===== src/rtl/multi_tick_gen.sv =====
// Multi-channel run-time programmable tick generator: NUM_CH independent divide-by-div[i] pulses.
// Optional macro TICK_GEN_SQUARE_EN adds a per-channel square-wave output sq.

module tick_lane #(
  parameter int          CNT_W   = 27,
  parameter int unsigned DEF_DIV = 100000000
) (
  input  logic             clk,
  input  logic             reset,
  input  logic             en,
  input  logic             restart,
  input  logic             load,
  input  logic [CNT_W-1:0] data,
`ifdef TICK_GEN_SQUARE_EN
  output logic             sq,
`endif
  output logic             tick
);

  localparam logic [CNT_W-1:0] ONE  = CNT_W'(1);
  localparam logic [CNT_W-1:0] DEFV = CNT_W'(DEF_DIV);

  logic [CNT_W-1:0] cnt;
  logic [CNT_W-1:0] div;
  logic             wrap;

  // div is never zero, so div-1 cannot underflow
  assign wrap = (cnt == div - ONE);

  always_ff @(posedge clk) begin
    if (reset) begin
      cnt  <= '0;
      div  <= DEFV;
      tick <= 1'b0;
    end else if (load) begin
      div  <= data;
      cnt  <= '0;
      tick <= 1'b0;
    end else if (restart) begin
      cnt  <= '0;
      tick <= 1'b0;
    end else if (en) begin
      if (wrap) begin
        cnt  <= '0;
        tick <= 1'b1;
      end else begin
        cnt  <= cnt + ONE;
        tick <= 1'b0;
      end
    end else begin
      tick <= 1'b0;
    end
  end

`ifdef TICK_GEN_SQUARE_EN
  // Toggles exactly on the edges that register a tick; restart keeps the level
  always_ff @(posedge clk) begin
    if (reset || load)
      sq <= 1'b0;
    else if (!restart && en && wrap)
      sq <= ~sq;
  end
`endif

endmodule

module multi_tick_gen #(
  parameter int          NUM_CH  = 3,
  parameter int          CNT_W   = 27,
  parameter int unsigned DEF_DIV = 100000000
) (
  input  logic              Clk100M,
  input  logic              reset,
  input  logic              en,
  input  logic [NUM_CH-1:0] restart,
  input  logic [NUM_CH-1:0] div_wr,
  input  logic [CNT_W-1:0]  div_data,
  output logic [NUM_CH-1:0] tick,
`ifdef TICK_GEN_SQUARE_EN
  output logic [NUM_CH-1:0] sq,
`endif
  output logic              div_err
);

  if (DEF_DIV == 0 || longint'(DEF_DIV) >= (longint'(1) << CNT_W)) begin : g_bad_param
    $error("multi_tick_gen: DEF_DIV must be in 1 .. 2**CNT_W-1");
  end

  logic              data_zero;
  logic [NUM_CH-1:0] load;

  // A zero write is rejected outright; the channel behaves as if no write happened
  assign data_zero = (div_data == '0);
  assign load      = div_wr & {NUM_CH{~data_zero}};

  always_ff @(posedge Clk100M) begin
    if (reset) div_err <= 1'b0;
    else       div_err <= (|div_wr) & data_zero;
  end

  for (genvar i = 0; i < NUM_CH; i++) begin : g_lane
`ifdef TICK_GEN_SQUARE_EN
    tick_lane #(.CNT_W(CNT_W), .DEF_DIV(DEF_DIV)) u_lane (
      .clk     (Clk100M),
      .reset   (reset),
      .en      (en),
      .restart (restart[i]),
      .load    (load[i]),
      .data    (div_data),
      .sq      (sq[i]),
      .tick    (tick[i])
    );
`else
    tick_lane #(.CNT_W(CNT_W), .DEF_DIV(DEF_DIV)) u_lane (
      .clk     (Clk100M),
      .reset   (reset),
      .en      (en),
      .restart (restart[i]),
      .load    (load[i]),
      .data    (div_data),
      .tick    (tick[i])
    );
`endif
  end

endmodule

===== config.mk =====
export PLATFORM = sky130hd
export DESIGN_NAME = multi_tick_gen
export DESIGN_NICKNAME = d
export VERILOG_FILES = /design/src/rtl/multi_tick_gen.sv
export SDC_FILE = /design/constraint.sdc
export NUM_CORES = 1
export LEC_CHECK = 0
export BUFFER_PORTS_ARGS = -buffer_cell sky130_fd_sc_hd__buf_2
export CORE_MARGIN = 3
export CORE_UTILIZATION = 25
export DETAILED_ROUTE_END_ITERATION = 6
export GPL_ROUTABILITY_DRIVEN = 1
export GPL_TIMING_DRIVEN = 0
export PLACE_DENSITY = 0.36
export SLEW_MARGIN = 20
export SYNTH_ARGS = -nofsm -noshare
export SYNTH_HDL_FRONTEND = slang
export SYNTH_HIERARCHICAL = 1
export SYNTH_SLANG_ARGS = --single-unit

===== constraint.sdc =====
create_clock -name Clk100M -period 4 [get_ports Clk100M]
set_clock_uncertainty 0.15 [all_clocks]
set_input_delay 0.8 -clock Clk100M [delete_from_list [all_inputs] [get_ports Clk100M]]
set_output_delay 0.8 -clock Clk100M [all_outputs]
set_load 0.01 [all_outputs]

Word-level counts from Yosys, hierarchy flattened
Cells that the tools add are included.
Cells by class
  $add $sub $neg: 6
  equal/unequal tests: 3
  muxes and demuxes: 6
  bitwise operators: 4
  reduce and logical (&&, ||, !) cells: 8
Operator list (count)
  $add 27x1->27 const B: 3
  $eq 27x27->1: 3
  $mux 27: 3
  $sub 27x1->27 const B: 3
  $logic_not 27->1: 1
  $reduce_or 3->1: 4
  $reduce_or 4->1: 3
  $and 3x3->3: 1
  $mux 1: 3
  $not 1->1: 2
  $and 1x1->1: 1
Word-level totals
  flip-flop bits (word level): 166
  bits of input ports: 36
  output and inout port bits: 4
  logic and storage cells: 37

Logic depth before layout (Yosys ltp)
  depth in word-level cells: 4
  mapped depth: 11
  gate-level depth less buffers: 10

Cells and area by module
The synthesis kept the hierarchy.
By module, submodules not included
  tick_lane: instances 3, cells an instance 370, area each 3225.6 sq um, sequential area each 1101.1 sq um
  multi_tick_gen: instances 1, cells an instance 16, area each 121.4 sq um, sequential area each 20.0 sq um

Worst setup path after synthesis
Ideal clock, no wire load.
  path type: reg2reg
  from: reg g_lane[0].u_lane.div[0]
  to: reg g_lane[0].u_lane.cnt[12]
  library setup time: 140 ps
  data arrival time: 2599 ps
  required time: 3710 ps
  setup slack: 1111 ps
  cell stages (with the launch flop): 12
  buffers on the path: 1
  period minus slack after synthesis: 2889 ps
  cell sequence: dfxtp_1 inv_1 ha_1 nor3b_4 nand4_1 mux2i_1 or3b_2 a21oi_1 nand4_1 nor3_4 buf_6 nor3_2
On the way
  word-level cells in the longest chain between the ends: 3
Ends and longest elaborated chain
  start, declared: RTL line 24  | logic [CNT_W-1:0] div;
  start signal, assigned: RTL line 36  | div <= data;
  $sub 27x1->27: RTL line 28  | assign wrap = (cnt == div - ONE);
  $eq 27x27->1: RTL line 28
  $mux 27: RTL line 43  | if (wrap) begin
  end signal, assigned: RTL line 47  | cnt <= cnt + ONE;
  end, declared: RTL line 23  | logic [CNT_W-1:0] cnt;
Every way passes these cells.
A chain may end at the register's enable or synchronous reset.

Worst setup path in the final report
  from: reg g_lane[1].u_lane.div[0]
  to: reg g_lane[1].u_lane.cnt[16]
On the way
  word-level cells in the longest chain between the ends: 3
Ends and longest elaborated chain (RTL line)
  start, declared: 24
  start signal, assigned: 36
  $sub 27x1->27: 28
  $eq 27x27->1: 28
  $mux 27: 43
  end signal, assigned: 47
  end, declared: 23
Every way passes these cells.

==> results by stage <==
Floorplanning:
- In this run the vertical extent of the chip is 204 um.
- From left edge to right edge, the die measures 204 um.
- Row generation in the floorplan step produced 71 rows.
- The core region is 0.0381 mm2.
- During I/O placement, the number of pins put on the boundary was 40.
- The initial utilization of the core area, before any placement, comes to 0.257.
- The area of the die is 0.0416 mm2.

Synthesis:
- Counting distinct cell types in the post-synthesis netlist gives 48.
- The count of yosys warnings during synthesis is 6.
- Counting flops with an async set or reset pin after synthesis yields a share of 0.
- The mapped netlist covers 0.00980 mm2.
- The number of cells produced by synthesis is 1126.
- In this run, synthesis inferred 0 flip-flops with an integrated enable.
- The top flip-flop cell by instance count after synthesis is sky130_fd_sc_hd__dfxtp_1.
- The average cell area after synthesis is 8.70 um2.
- The synthesized flop and latch total is 166.
- The part of the Yosys area used for sequential elements is 0.339.
- The number of nets in the synthesized netlist is 1168.

Critical path:
- In this run the critical register-to-register path is launched from g_lane[1].u_lane/div[0].
- At the worst endpoint, the arrival time is 3.83 ns.
- The family with the most delay on the worst path is simple AND/OR/NAND/NOR gates.
- STA classifies the critical path endpoint as a flop.
- The required time of the critical path is 4.15 ns.
- The startpoint of the worst setup timing path is g_lane[1].u_lane/div[0].
- The delay of the slowest cell on the worst path is 0.48 ns.
- The slowest library cell on the worst path is sky130_fd_sc_hd__or3b_2.
- The buffering stage count on the worst path with inverters included is 2.
- The largest fanout on the critical path is 10.
- STA classifies the critical path startpoint as a flop.
- The reg-to-reg setup timing slack is 0.31 ns.
- The classification of the worst setup path is reg -> reg.
- Among the stages of the critical path, the cell type that occurs most often is sky130_fd_sc_hd__nand4_1.
- The critical path goes through inv_1 -> ha_1 -> nor3b_4 -> nand4_1 -> mux2i_1 -> or3b_2 -> a21oi_1 -> nand4_1 -> nor3_4 -> buf_6 -> nor3_2.

Global route:
- The first global-routing pass estimated 46.8 mm of wire.
- In the global route stage, overall resource usage came out at 0.146.
- The via count of the first global-routing pass was 7800.
- The remaining global-route overflow is 0.
- The initial antenna violation count is 0.
- The pin count of the biggest net entering global routing is 17.

Routing:
- After detailed routing, the average wire length per cell comes to 17.4 um.
- In this run, the number of DRC markers left after iteration 0 of detailed routing was 406.
- The final antenna-violating net count is 0.
- The routed via count divided by cell count is 4.66.
- The vias after detailed routing is 7963.
- The remaining routing DRC violations is 0.
- The length of the first detailed-routing pass in iterations is 6.
- The detailed-route wire length is 29.8 mm.

CTS:
- The number of buffers added by the clock tree synthesis step is 17.
- The insertion delay of the later-clocked pin in the worst-skew pair is 0.44 ns.
- TritonCTS built the clock tree.
- Counting every sink on the clock net gives 166.
- The buffer count from post-CTS setup fixing is 0.
- The clock transition time at the flip-flop clock pins of the worst setup and hold paths is 0.07 ns.
- In this run the deepest clock path goes through 2 buffers.
- In this run the clock root is driven by a sky130_fd_sc_hd__clkbuf_16.
- After clock tree synthesis, the repair step resized 0 gates.
- The maximum level of the CTS H-tree is 4.
- The number of buffers inserted by hold repair at cts is 0.

Timing:
- Setup repair after global routing left no endpoint under its margin.
- Counting I/O delays and the setup requirement, the final critical path takes 3.69 ns.
- For this run, the top clock speed supported by timing is 271 MHz.
- Summed over all failing endpoints, the final setup total negative slack is 0 ns.
- Headroom to the max-slew limit came out at 0.483.
- For the pin with the worst max-slew slack, the measured transition is 0.776 ns.
- In the finished design, the share of the clock period the worst path needs comes to 0.922.
- The count of pins over their slew limit is 0.
- The number of endpoints failing setup at the final stage is 0.
- The count of endpoints failing hold in the final timing report came to 0.
- The worst slack on hold paths is 0.383 ns.

Place:
- The total instance count after detailed placement is 1675.
- Routability-driven placement finished with a final weighted congestion of 0.787.
- In this run the cell area measured after placement is 0.0106 mm2.
- The wire-length estimate of the detail-placed layout is 23.2 mm.
- The count of buffers added on input and output ports is 38.

Power and ir drop:
- The analysis attributes to cell leakage a power of 3.96 nW.
- Of the total power, combinational logic draws 0.117.
- The total internal power is 2.87 mW.
- Summed over all nets, the switching power comes to 1.08 mW.
- The share of total power dissipated in the clock network is 0.431.
- Total power for the finished layout comes to 3.95 mW.
- Power spread over the standard cell area amounts to 352 mW/mm2.
- Across the VDD grid, the largest voltage drop is 0.260 mV.
- The sequential fraction of design power is 0.452.
- The fraction of power spent switching nets is 0.273.

Layout:
- The repair_antennas step left the layout with diodes totalling 0.
- The final layout net count is 1225.
- The ratio of cells with drive above 1 in the final layout is 0.120.
- Once layout is complete, the cells apart from fillers number 1707.
- Compared with the post-synthesis result, the final layout area differs by 14.5%.
- In the layout the commonest cells are sky130_fd_sc_hd__dfxtp_1, sky130_fd_sc_hd__xnor2_1, sky130_fd_sc_hd__nand2_1.
- The filler cells instantiated in the layout total 4104.
- The area occupied by multi-input gates is 0.00610 mm2.
- The register area is 0.00332 mm2.
- The commonest non-fill, non-tap cell in the layout is sky130_fd_sc_hd__dfxtp_1.
- The finished layout cell area is 0.0112 mm2.

Flow run:
- The number of max-capacitance violations reported is 0.

Status:
- The run finished with clean final reports.

Min path:
- In this run the most critical hold path is launched from g_lane[1].u_lane/div[23].
- The classification of the worst-slack hold path is reg -> reg.
## cells by family (layout without fill, tap and decap cells)
| family | count (synthesis) | count (layout) | share of synthesized area |
|---|---|---|---|
| AOI/OAI and AO/OA | 81 | 81 | 0.0571 |
| xor gates and xnor gates | 189 | 189 | 0.169 |
| adders and majority gates | 6 | 6 | 0.00766 |
| buffers and inverters | 84 | 154 | 0.0387 |
| DFF | 166 | 166 | 0.339 |
| muxes | 75 | 75 | 0.0766 |
| and+or+nand+nor | 525 | 525 | 0.312 |
## power groups by stage
stage / clock, mW / sequential [mW] / combinational [mW]
final: 1.70 / 1.78 / 0.462
after global routing: 1.83 / 1.79 / 0.515
after CTS: 1.77 / 1.78 / 0.466
after detailed placement: 0 / 1.82 / 0.463
after global placement: 0 / 1.82 / 0.463
after floorplan: 0 / 1.80 / 0.335
## sequential cells by signal (all words and copies together) (netlist names)
name,count
div_err,1
g_lane.u_lane/cnt,81
g_lane.u_lane/div,81
g_lane.u_lane/tick,3
## worst min-delay path, stage by stage, from the launching register on
cell and delay (ns):
sky130_fd_sc_hd__dfxtp_1 0.33, sky130_fd_sc_hd__inv_1 0.08, sky130_fd_sc_hd__o211ai_1 0.08
## through the flow
stage / setup slack [ns] / util
6_report: 0.314 / 0.294
5_1_grt: 0.0340 / 0.294
3_5_place_dp: 0.340 / 0.279
4_1_cts: 0.357 / 0.294
2_1_floorplan: 1.11 / -
3_3_place_gp: 0.348 / 0.279
## cells in the mapped netlist (all sizes together), types with 6 or more instances
master / instances / area, um2
nand3: 45 / 225
nor2: 100 / 375
ha: 6 / 75.1
nor3: 122 / 795
xnor2: 111 / 972
nand4: 27 / 169
nor4b: 12 / 124
clkbuf: 30 / 113
o21ai: 15 / 75.1
xor2: 78 / 683
a31oi: 12 / 75.1
nor4: 27 / 277
nand2: 105 / 394
inv: 30 / 113
o21a: 6 / 45.0
nor3b: 9 / 101
mux2i: 75 / 751
o211ai: 12 / 90.1
dfxtp: 166 / 3320
and3: 23 / 144
a21oi: 12 / 60.1
buf: 24 / 154
or4: 6 / 45.0
or3: 6 / 37.5
nand4b: 6 / 71.3
and4: 16 / 140
nor2b: 12 / 75.1
## layer usage
layer / part of all wire / GRT usage / vias to the layer above
met5: 0 / 0 / -
met4: 0.010 / 0.0317 / 0
met3: 0.034 / 0.0277 / 17
met2: 0.46 / 0.234 / 96
met1: 0.50 / 0.205 / 3756
li1: - / - / 4094
## layout make-up
| cell class | instances | area share |
|---|---|---|
| multi-input cells | 876 | 0.543 |
| clock buffers | 22 | 0.0423 |
| inverters | 30 | 0.0100 |
| flip-flops and latches | 166 | 0.296 |
| well taps | 511 | 0.0570 |
| clock inverters | 10 | 0.0107 |
| repair buffers | 38 | 0.0169 |
| plain buffers | 54 | 0.0237 |
## path summary, 6_finish.rpt
| check | end | cells past startpoint |
|---|---|---|
| min | g_lane[1].u_lane/div[23] | 2 |
| max reg2reg | g_lane[1].u_lane/cnt[16] | 11 |
| max | g_lane[1].u_lane/cnt[16] | 11 |
| min reg2reg | g_lane[1].u_lane/div[23] | 2 |
Power figures use the tool's default switching activity.
